--- config.mk ---
export PLATFORM = sky130hd
export DESIGN_NAME = lsu_flat
export DESIGN_NICKNAME = d
export VERILOG_FILES = /design/src/rtl/lsu_pkg.sv /design/src/rtl/lsu_if.sv /design/src/rtl/lsu_load_align.sv /design/src/rtl/lsu.sv /design/src/flat_wrapper.sv
export SDC_FILE = /design/constraint.sdc
export NUM_CORES = 1
export LEC_CHECK = 0
export CORE_MARGIN = 1
export CORE_UTILIZATION = 35
export CTS_CLUSTER_SIZE = 30
export DETAILED_ROUTE_END_ITERATION = 16
export HOLD_SLACK_MARGIN = 0.05
export PLACE_DENSITY = 0.67
export SLEW_MARGIN = 20
export SYNTH_ARGS = -nofsm -noshare
export SYNTH_HDL_FRONTEND = slang
export SYNTH_HIERARCHICAL = 1
export SYNTH_SLANG_ARGS = --single-unit
--- constraint.sdc ---
create_clock -name clk -period 3.87 [get_ports clk]
set_input_delay 0.5805 -clock clk [delete_from_list [all_inputs] [get_ports clk]]
set_output_delay 0.5805 -clock clk [all_outputs]
set_load 0.01 [all_outputs]
--- src/rtl/lsu_pkg.sv ---
// ---------------------------------------------------------------------------
// lsu_pkg
// Shared definitions for the load/store unit:
//   - FSM state encodings (IDLE, REQ, WAIT, DONE)
//   - RV32I funct3 width/sign codes used by loads and stores
//   - access_ok(): legality + alignment check for a requested access
// ---------------------------------------------------------------------------
package lsu_pkg;

    typedef logic [1:0] state_t;

    localparam state_t ST_IDLE = 2'd0;
    localparam state_t ST_REQ  = 2'd1;
    localparam state_t ST_WAIT = 2'd2;
    localparam state_t ST_DONE = 2'd3;

    localparam logic [2:0] F3_B  = 3'd0;
    localparam logic [2:0] F3_H  = 3'd1;
    localparam logic [2:0] F3_W  = 3'd2;
    localparam logic [2:0] F3_BU = 3'd4;
    localparam logic [2:0] F3_HU = 3'd5;

    // True when the funct3 code is legal for the access type and the low
    // address bits satisfy the natural alignment of the access width.
    function automatic logic access_ok(input logic       is_store,
                                       input logic [2:0] f3,
                                       input logic [1:0] a);
        logic legal;
        logic aligned;
        if (is_store) begin
            legal = (f3 == F3_B) || (f3 == F3_H) || (f3 == F3_W);
        end else begin
            legal = (f3 == F3_B) || (f3 == F3_H) || (f3 == F3_W) ||
                    (f3 == F3_BU) || (f3 == F3_HU);
        end
        case (f3)
            F3_H, F3_HU: aligned = ~a[0];
            F3_W:        aligned = (a == 2'b00);
            default:     aligned = 1'b1;
        endcase
        return legal && aligned;
    endfunction

endpackage

--- src/rtl/lsu_if.sv ---
// ---------------------------------------------------------------------------
// lsu_if
// Request/grant/response memory bus between the LSU and memory.
//   mem_req    request, held until mem_gnt
//   mem_we     write enable
//   mem_addr   word-aligned address
//   mem_wstrb  byte strobes (stores only)
//   mem_wdata  store data on its byte lanes
//   mem_gnt    request accepted this cycle
//   mem_rvalid read data valid
//   mem_rdata  read word
// master = LSU side, slave = memory side.
// ---------------------------------------------------------------------------
interface lsu_if;

    logic        mem_req;
    logic        mem_we;
    logic [31:0] mem_addr;
    logic [3:0]  mem_wstrb;
    logic [31:0] mem_wdata;
    logic        mem_gnt;
    logic        mem_rvalid;
    logic [31:0] mem_rdata;

    modport master (
        output mem_req, mem_we, mem_addr, mem_wstrb, mem_wdata,
        input  mem_gnt, mem_rvalid, mem_rdata
    );

    modport slave (
        input  mem_req, mem_we, mem_addr, mem_wstrb, mem_wdata,
        output mem_gnt, mem_rvalid, mem_rdata
    );

endinterface

--- src/rtl/lsu_load_align.sv ---
// ---------------------------------------------------------------------------
// lsu_load_align
// Combinational load extractor: picks the byte/halfword addressed by
// addr_lo out of the read word and sign- or zero-extends it.
//   rdata   in  32  word returned by memory
//   addr_lo in  2   low address bits of the access
//   funct3  in  3   RV32I load width/sign code
//   data    out 32  extended load result
// ---------------------------------------------------------------------------
module lsu_load_align
    import lsu_pkg::*;
(
    input  logic [31:0] rdata,
    input  logic [1:0]  addr_lo,
    input  logic [2:0]  funct3,
    output logic [31:0] data
);

    logic [7:0]  lane [4];
    logic [7:0]  sel_b;
    logic [15:0] sel_h;

    genvar gi;
    generate
        for (gi = 0; gi < 4; gi++) begin : g_lane
            assign lane[gi] = rdata[8*gi +: 8];
        end
    endgenerate

    assign sel_b = lane[addr_lo];
    assign sel_h = addr_lo[1] ? rdata[31:16] : rdata[15:0];

    always_comb begin
        data = rdata;
        case (funct3)
            F3_B:    data = {{24{sel_b[7]}}, sel_b};
            F3_BU:   data = {24'b0, sel_b};
            F3_H:    data = {{16{sel_h[15]}}, sel_h};
            F3_HU:   data = {16'b0, sel_h};
            default: data = rdata;
        endcase
    end

endmodule

--- src/rtl/lsu.sv ---
// ---------------------------------------------------------------------------
// lsu
// RV32I load/store unit, one memory transaction at a time.
//   clk, reset          clock / synchronous active-high reset
//   start               one-cycle request (sampled only in IDLE)
//   is_store            1 = store, 0 = load
//   funct3              RV32I width/sign code
//   addr                effective address from the ALU
//   store_data          rs2 value, low-aligned
//   busy                high whenever the FSM is not IDLE
//   done                one-cycle completion pulse
//   fault               valid with done: illegal, misaligned or timeout
//   load_data           extended load result, held until the next done
//   bus                 memory bus (lsu_if.master)
// TIMEOUT bounds the cycles spent in REQ+WAIT before the access aborts.
// ---------------------------------------------------------------------------
module lsu
    import lsu_pkg::*;
#(
    parameter int TIMEOUT = 255
) (
    input  logic        clk,
    input  logic        reset,
    input  logic        start,
    input  logic        is_store,
    input  logic [2:0]  funct3,
    input  logic [31:0] addr,
    input  logic [31:0] store_data,
    output logic        busy,
    output logic        done,
    output logic        fault,
    output logic [31:0] load_data,
    lsu_if.master       bus
);

    localparam int             CW      = $clog2(TIMEOUT + 1);
    localparam logic [CW-1:0]  TO_LAST = CW'(TIMEOUT - 1);

    state_t      state_reg,     state_next;
    logic        is_store_reg,  is_store_next;
    logic [2:0]  funct3_reg,    funct3_next;
    logic [1:0]  addr_lo_reg,   addr_lo_next;
    logic        fault_reg,     fault_next;
    logic [31:0] load_data_reg, load_data_next;
    logic [31:0] mem_addr_reg,  mem_addr_next;
    logic [31:0] mem_wdata_reg, mem_wdata_next;
    logic [3:0]  mem_wstrb_reg, mem_wstrb_next;
    logic [CW-1:0] cnt_reg,     cnt_next;

    // Store lane steering, computed from the live core inputs so it can be
    // latched in the same cycle start is accepted.
    logic [3:0]  st_strb;
    logic [31:0] st_data;

    genvar gi;
    generate
        for (gi = 0; gi < 4; gi++) begin : g_st_lane
            assign st_strb[gi] = (funct3 == F3_W) ? 1'b1 :
                                 (funct3 == F3_H) ? (addr[1] == (gi >= 2)) :
                                                    (addr[1:0] == 2'(gi));
            // Unselected lanes carry replicated data; the strobes mark
            // which lanes are meaningful.
            assign st_data[8*gi +: 8] = (funct3 == F3_W) ? store_data[8*gi +: 8] :
                                        (funct3 == F3_H) ? store_data[8*(gi%2) +: 8] :
                                                           store_data[7:0];
        end
    endgenerate

    logic [31:0] ld_ext;

    lsu_load_align u_load_align (
        .rdata   (bus.mem_rdata),
        .addr_lo (addr_lo_reg),
        .funct3  (funct3_reg),
        .data    (ld_ext)
    );

    always_comb begin
        state_next     = state_reg;
        is_store_next  = is_store_reg;
        funct3_next    = funct3_reg;
        addr_lo_next   = addr_lo_reg;
        fault_next     = fault_reg;
        load_data_next = load_data_reg;
        mem_addr_next  = mem_addr_reg;
        mem_wdata_next = mem_wdata_reg;
        mem_wstrb_next = mem_wstrb_reg;
        cnt_next       = cnt_reg;

        case (state_reg)
            ST_IDLE: begin
                if (start) begin
                    is_store_next  = is_store;
                    funct3_next    = funct3;
                    addr_lo_next   = addr[1:0];
                    mem_addr_next  = {addr[31:2], 2'b00};
                    mem_wdata_next = is_store ? st_data : '0;
                    mem_wstrb_next = is_store ? st_strb : '0;
                    cnt_next       = '0;
                    if (access_ok(is_store, funct3, addr[1:0])) begin
                        state_next = ST_REQ;
                        fault_next = 1'b0;
                    end else begin
                        // Rejected before touching the bus.
                        state_next     = ST_DONE;
                        fault_next     = 1'b1;
                        load_data_next = '0;
                    end
                end
            end
            ST_REQ: begin
                cnt_next = cnt_reg + 1'b1;
                if (bus.mem_gnt) begin
                    state_next = is_store_reg ? ST_DONE : ST_WAIT;
                end else if (cnt_reg == TO_LAST) begin
                    state_next     = ST_DONE;
                    fault_next     = 1'b1;
                    load_data_next = '0;
                end
            end
            ST_WAIT: begin
                cnt_next = cnt_reg + 1'b1;
                if (bus.mem_rvalid) begin
                    state_next     = ST_DONE;
                    load_data_next = ld_ext;
                end else if (cnt_reg == TO_LAST) begin
                    state_next     = ST_DONE;
                    fault_next     = 1'b1;
                    load_data_next = '0;
                end
            end
            ST_DONE: begin
                state_next = ST_IDLE;
            end
            default: begin
                state_next = ST_IDLE;
            end
        endcase
    end

    always_ff @(posedge clk) begin
        if (reset) begin
            state_reg     <= ST_IDLE;
            is_store_reg  <= 1'b0;
            funct3_reg    <= 3'd0;
            addr_lo_reg   <= 2'd0;
            fault_reg     <= 1'b0;
            load_data_reg <= '0;
            mem_addr_reg  <= '0;
            mem_wdata_reg <= '0;
            mem_wstrb_reg <= '0;
            cnt_reg       <= '0;
        end else begin
            state_reg     <= state_next;
            is_store_reg  <= is_store_next;
            funct3_reg    <= funct3_next;
            addr_lo_reg   <= addr_lo_next;
            fault_reg     <= fault_next;
            load_data_reg <= load_data_next;
            mem_addr_reg  <= mem_addr_next;
            mem_wdata_reg <= mem_wdata_next;
            mem_wstrb_reg <= mem_wstrb_next;
            cnt_reg       <= cnt_next;
        end
    end

    assign busy          = (state_reg != ST_IDLE);
    assign done          = (state_reg == ST_DONE);
    assign fault         = (state_reg == ST_DONE) && fault_reg;
    assign load_data     = load_data_reg;
    assign bus.mem_req   = (state_reg == ST_REQ);
    assign bus.mem_we    = (state_reg == ST_REQ) && is_store_reg;
    assign bus.mem_addr  = mem_addr_reg;
    assign bus.mem_wdata = mem_wdata_reg;
    assign bus.mem_wstrb = mem_wstrb_reg;

endmodule

--- src/flat_wrapper.sv ---
// flat-port wrapper written by rule: the top's interface ports become plain ports
module lsu_flat import lsu_pkg::*;
#(
    parameter int TIMEOUT = 255
)
  (clk, reset, start, is_store, funct3, addr, store_data, busy, done, fault, load_data, bus_mem_req, bus_mem_we, bus_mem_addr, bus_mem_wstrb, bus_mem_wdata, bus_mem_gnt, bus_mem_rvalid, bus_mem_rdata);
  lsu_if bus_i ();
  input  logic clk;
  input  logic reset;
  input  logic start;
  input  logic is_store;
  input  logic [2:0] funct3;
  input  logic [31:0] addr;
  input  logic [31:0] store_data;
  output logic busy;
  output logic done;
  output logic fault;
  output logic [31:0] load_data;
  output wire logic [$bits(bus_i.mem_req)-1:0] bus_mem_req;
  output wire logic [$bits(bus_i.mem_we)-1:0] bus_mem_we;
  output wire logic [$bits(bus_i.mem_addr)-1:0] bus_mem_addr;
  output wire logic [$bits(bus_i.mem_wstrb)-1:0] bus_mem_wstrb;
  output wire logic [$bits(bus_i.mem_wdata)-1:0] bus_mem_wdata;
  input wire logic [$bits(bus_i.mem_gnt)-1:0] bus_mem_gnt;
  input wire logic [$bits(bus_i.mem_rvalid)-1:0] bus_mem_rvalid;
  input wire logic [$bits(bus_i.mem_rdata)-1:0] bus_mem_rdata;
  assign bus_mem_req = bus_i.mem_req;
  assign bus_mem_we = bus_i.mem_we;
  assign bus_mem_addr = bus_i.mem_addr;
  assign bus_mem_wstrb = bus_i.mem_wstrb;
  assign bus_mem_wdata = bus_i.mem_wdata;
  assign bus_i.mem_gnt = bus_mem_gnt;
  assign bus_i.mem_rvalid = bus_mem_rvalid;
  assign bus_i.mem_rdata = bus_mem_rdata;
  lsu #(.TIMEOUT(TIMEOUT)) u_core (.clk(clk), .reset(reset), .start(start), .is_store(is_store), .funct3(funct3), .addr(addr), .store_data(store_data), .busy(busy), .done(done), .fault(fault), .load_data(load_data), .bus(bus_i));
endmodule
# Word level (Yosys, flattened, before mapping)
# Index checks and enable logic that the tools add are counted.
# totals
output_inout_bits	105
wordCells	99
reg_bits	115
inputBits	105
# op_classes
n_reduce_logical	20
n_mux	46
n_bitwise	3
n_lt_le_gt_ge	1
eq_ne	18
add_sub_neg	1
# op_table
operator	n
two-way mux 32 bit	6
one-hot mux 32 bit (4 select lines)	1
one-hot mux 32 bit (3 select lines)	1
two-way mux 8 bit	7
two-way mux 1 bit	19
binary-select mux 8 bit (select 2 bit)	1
two-way mux 16 bit	1
one-hot mux 8 bit (2 select lines)	1
equality test 3 bit, second input constant	4
two-way mux 2 bit	5
adder 8 x 1 -> 8 bit, second input constant	1
equality test 2 bit, second input constant	4
equality test 8 bit, second input constant	1
!= test 2 bit, second input constant	4
one-hot mux 2 bit (4 select lines)	1
AND reduction 4 bit	2
equality test 3 x 1 -> 1 bit, second input constant	2
zero test 3 bit	2
equality test 2 x 1 -> 1 bit, second input constant	2
zero test 2 bit	2
logical OR 1 bit	4
two-way mux 4 bit	1
AND reduction 2 bit	2
nonzero test 2 bit	2
9 further kinds	13

# Logic depth before layout (Yosys ltp)
# logic_depth
ltp_word	12
mapped_depth	9
mapped_depth_nobuf	6

# Cells and area by module
# Netlist, hierarchy kept.
# modules_own_cells
mod	area_each_um2	seq_area_each_um2	instances	cells_per_inst
lsu	4742.0	2302.2	1	550
lsu_load_align	628.1	0.0	1	109

# Worst setup path after synthesis
# OpenSTA, ideal clock, no wires.
# synth_path
path_type	input to register
from	input bus_mem_rdata[31]
to	register u_core.load_data_reg[25] (netlist: u_core/load_data[25])
setup_slack_ps	1970
arrival_ps	1786
path_buffers	1
stages	6
setup_ps	114
cell_sequence	mux4_2 -> nor3b_4 -> o21bai_4 -> buf_6 -> nand2_1 -> o2bb2ai_2
# synth_via
elab_chain_len	6
word_cells_on_any_way	7
classes_between	mux: 7
# synth_lines
item	line	source
start: declaration	flat_wrapper.sv:26	input wire logic [$bits(bus_i.mem_rdata)-1:0] bus_mem_rdata;
binary-select mux 8 bit (select 2 bit)	lsu_load_align.sv:30	assign sel_b = lane[addr_lo];
two-way mux 8 bit (not written as such) (2 in series)	lsu_load_align.sv:30	
one-hot mux 32 bit (4 select lines) (*)	lsu_load_align.sv:35	case (funct3)
net u_core.ld_ext[25]	lsu.sv:69	logic [31:0] ld_ext;
two-way mux 32 bit (*)	lsu.sv:123	if (bus.mem_rvalid) begin
one-hot mux 32 bit (3 select lines) (*)	lsu.sv:90	case (state_reg)
end signal: assignment	lsu.sv:159	load_data_reg <= load_data_next;
end: declaration	lsu.sv:44	logic [31:0] load_data_reg, load_data_next;
# The timed path passes the listed nets; every way through them passes the cells marked *. The select of a mux whose other input is x is not followed.
# A chain may end at the register's enable or synchronous reset.

# Worst setup path in the final report
# layout_path
from	input funct3[1]
to	register u_core.mem_wdata_reg[23] (netlist: u_core/bus.mem_wdata[23])
# layout_via
elab_chain_len	3
# layout_lines
item	line	source
start: declaration	flat_wrapper.sv:12	input logic [2:0] funct3;
equality test 3 x 2 -> 1 bit	--	
two-way mux 8 bit	lsu.sv:63	assign st_data[8*gi +: 8] = (funct3 == F3_W) ? store_data[8*gi +: 8] :
two-way mux 32 bit	lsu.sv:97	mem_wdata_next = is_store ? st_data : '0;
end signal: assignment	lsu.sv:161	mem_wdata_reg <= mem_wdata_next;
end: declaration	lsu.sv:46	logic [31:0] mem_wdata_reg, mem_wdata_next;
# No other way between the ends.

==> summary.txt <==
Run status
  – Status: finished clean

STA
  – Setup violations, final: 0
  – Tmin final: approximately 2.6 ns
  – Timing-limited maximum frequency: approximately 400 MHz
  – Setup repair after global routing missed its margin: false
  – Final period util: between 60% and 70%
  – Fin. Hold Viols: 0
  – Fin. max-slew vios: 0
  – Worst rel slew slack: 49.71%
  – Final setup TNS: 0 ns
  – Slew at the pin closest to its max-slew limit: around 0.75 ns
  – Final clock skew: roughly 0.007 ns

Logic synthesis
  – Portion of the post-synthesis area used by sequential elements: between 40 and 50%
  – Top cell type by total area after synthesis: sky130_fd_sc_hd__dfxtp_1
  – Count of mapped cells out of synthesis: ~660
  – Yosys top cell area share: 42.87%
  – Number of flip-flops and latches in the synthesized netlist: about 120
  – Post-synth design cell area: around 0.0054 mm2
  – Fraction of registers with async set or reset after synthesis: 0%
  – Number of enable-type register cells in the synthesized netlist: 0
  – Top flip-flop cell by instance count after synthesis: sky130_fd_sc_hd__dfxtp_1
  – Count of synthesis-stage warnings from yosys: 6
  – Per-instance average area after synthesis: ~8.1 um2
  – Most area-consuming cells after synthesis: sky130_fd_sc_hd__dfxtp_1, sky130_fd_sc_hd__nand2_1, sky130_fd_sc_hd__a21oi_1
  – Synth unique cells: 53

Critical path
  – Crit Path Max Fanout: 28
  – Type of origin of the critical path: input pin
  – Launching element of the worst setup path: funct3[1]
  – Crit Path Class: input pin to register
  – Endpoint arrival time on the critical path: about 2.9 ns
  – Endpoint type of the worst setup path: register
  – Reg-to-reg startpoint: u_core/state_reg[0]$_SDFFE_PP0P_
  – Crit path required time: roughly 4.2 ns

Clocking
  – Worst-skew pair later-pin latency: between 0.4 and 0.5 ns
  – TritonCTS clock tree: built
  – Post-CTS clock slew at the launch and capture registers of the worst setup and hold paths: roughly 0.060 ns
  – Deepest level of the CTS H-tree: 4
  – Clock sinks: between 100 and 150
  – Clock tree buffer depth: 2
  – Clock buffer count from CTS: 17
  – CTS Root Buffer Type: sky130_fd_sc_hd__clkbuf_16
  – Post-CTS setup buffer count: 0
  – CTS hold repair buffers: 0
  – Number of instances resized during post-cts repair: 0

Cells and area
  – Count of non-filler cells in the finished layout: approximately 1.0k
  – Fraction of layout instances using a drive strength above 1: approximately 8%
  – Most used cells in the layout excluding fill and tap cells: sky130_fd_sc_hd__clkdlybuf4s50_1, sky130_fd_sc_hd__nand2_1, sky130_fd_sc_hd__dfxtp_1, sky130_fd_sc_hd__a21oi_1, sky130_fd_sc_hd__nor2_1
  – Count of antenna diodes in the layout: 0
  – Net count of the finished layout: roughly 960
  – Most common library cell in the layout ignoring fill and taps: sky130_fd_sc_hd__clkdlybuf4s50_1
  – Growth of design area from synthesis to finish: 51.68%

Place
  – Placed Cells incl. Taps: roughly 1.0k
  – Half-perimeter wire length after placement: ~12 mm
  – GPL Wtd Cong: roughly 0.87
  – Count of input and output buffers: approximately 210

Global routing
  – Global route overflow: 0
  – First-pass GRT wire length: between 20 and 30 mm
  – Initial antenna violation count: 0
  – Largest net degree at the start of global routing: between 40 and 50
  – Total routing resource utilization after global routing: between 20% and 30%
  – Via count of the first global-routing pass: slightly above 5k

Hold path
  – Path type of the worst min-delay path: register to register
  – Origin of the worst min-delay path: u_core/bus.mem_wdata[6]$_SDFFE_PP0P_

Drt
  – Average wire per standard cell: about 16 um
  – Sum of routed wire length over all layers: approximately 17 mm
  – Pre-antenna DRT Iters: 5
  – Vias after detailed routing: 5466
  – Detailed Route Iter0 Violations: between 300 and 400
  – Final ANT Viol Nets: 0
  – Drt drc: 0
  – Post-detailed-route via-to-cell ratio: ~5.3

Die
  – Die area: 0.01584 mm2
  – Core Box Area: about 0.015 mm2
  – Number of cell rows: 44
  – Initial core utilization: a little over a third
  – Chip height: ~130 um
  – Top Ports: 210
  – Width of the die: 125.9 um

Pwr
  – Static leakage power: a little under 0.003 uW
  – Worst vdd ir: ~420 uV
  – P per Cell Area: around 560 mW/mm2

Run
  – Maximum capacitance violations: 0
where the power goes:
group | internal, uW | total, uW | leakage [uW] | switching, uW
Clock | 1180 | 1720 | 0.000325 | 540
Sequential | 1330 | 1430 | 0.000935 | 105
Combinational | 615 | 1430 | 0.00168 | 819
Total | 3120 | 4580 | 0.00294 | 1460
cells by family (layout without fill, tap and decap cells):
| group | count (synthesis) | in the layout | synth area share, % |
|---|---|---|---|
| AO/OA/AOI/OAI | 175 | 175 | 21.30 |
| XOR/XNOR | 5 | 5 | 0.8156 |
| adder cells (fa/ha/maj) | 6 | 6 | 1.398 |
| buffers and inverters | 58 | 255 | 5.126 |
| flip-flops | 115 | 115 | 42.87 |
| multiplexers | 20 | 20 | 4.287 |
| other | 1 | 2 | 0.06983 |
| AND/OR/NAND/NOR | 279 | 279 | 24.14 |
layer usage:
metal  routed length [um]  vias to the layer above  global-route usage [%]
met1                 7439                     2594                   27.95
li1                     -                     2644                       -
met2                 7927                      207                   33.30
met3                 1141                       21                   5.607
met4                  290                        0                   7.583
met5                    0                        -                       0
path summary, 6_finish.rpt:
check / endpoint / slack, ns / depth (start not counted)
setup / recovery: u_core/bus.mem_wdata[23]$_SDFFE_PP0P_ / 1.31 / 5
hold / removal: u_core/bus.mem_wdata[6]$_SDFFE_PP0P_ / 0.45 / 2
setup reg to reg: u_core/load_data[21]$_SDFFE_PP0P_ / 1.40 / 6
hold reg to reg: u_core/bus.mem_wdata[6]$_SDFFE_PP0P_ / 0.45 / 2
final cells by class:
cell class,count,area (um2)
clock inverter,9,147.6
timing repair buffer,215,2127
clock buffer,23,508.0
inverter,8,30.03
fill,1343,6609
tap,184,230.2
multi-input combinational,487,2800
sequential,115,2302
critical path: stages:
cell                              delay [ns]
sky130_fd_sc_hd__clkdlybuf4s50_1        0.85
sky130_fd_sc_hd__or3b_2                 0.79
sky130_fd_sc_hd__mux2_2                 0.38
sky130_fd_sc_hd__a22oi_1                0.17
sky130_fd_sc_hd__nor2_1                 0.06
stage by stage:
stage          area (um2)  util (%)  setup WS (ns)  hold slack (ns)  total power [uW]
6_report             8145     55.21          1.306           0.4532              4583
5_1_grt              8145     55.21          1.143           0.4766              4819
4_1_cts              8145     55.21          1.161           0.4545              4609
3_5_place_dp         7490     50.76         0.7263           0.4467              2877
3_3_place_gp         7490     50.76         0.8945           0.4382              2842
2_1_floorplan        5374         -          1.970           0.4465              2316
Yosys cell counts (10+ instances only):
master,instances
sky130_fd_sc_hd__nand3_1,13
sky130_fd_sc_hd__nor2b_1,12
sky130_fd_sc_hd__mux2_2,14
sky130_fd_sc_hd__clkbuf_1,30
sky130_fd_sc_hd__dfxtp_1,115
sky130_fd_sc_hd__o21ai_0,42
sky130_fd_sc_hd__o2bb2ai_1,30
sky130_fd_sc_hd__nor3_1,11
sky130_fd_sc_hd__a22oi_1,16
sky130_fd_sc_hd__a21oi_1,56
sky130_fd_sc_hd__nand2b_1,34
sky130_fd_sc_hd__nor2_1,44
sky130_fd_sc_hd__nand2_1,143
sky130_fd_sc_hd__o211ai_1,10
No activity file was read; power rests on OpenSTA's default activity.
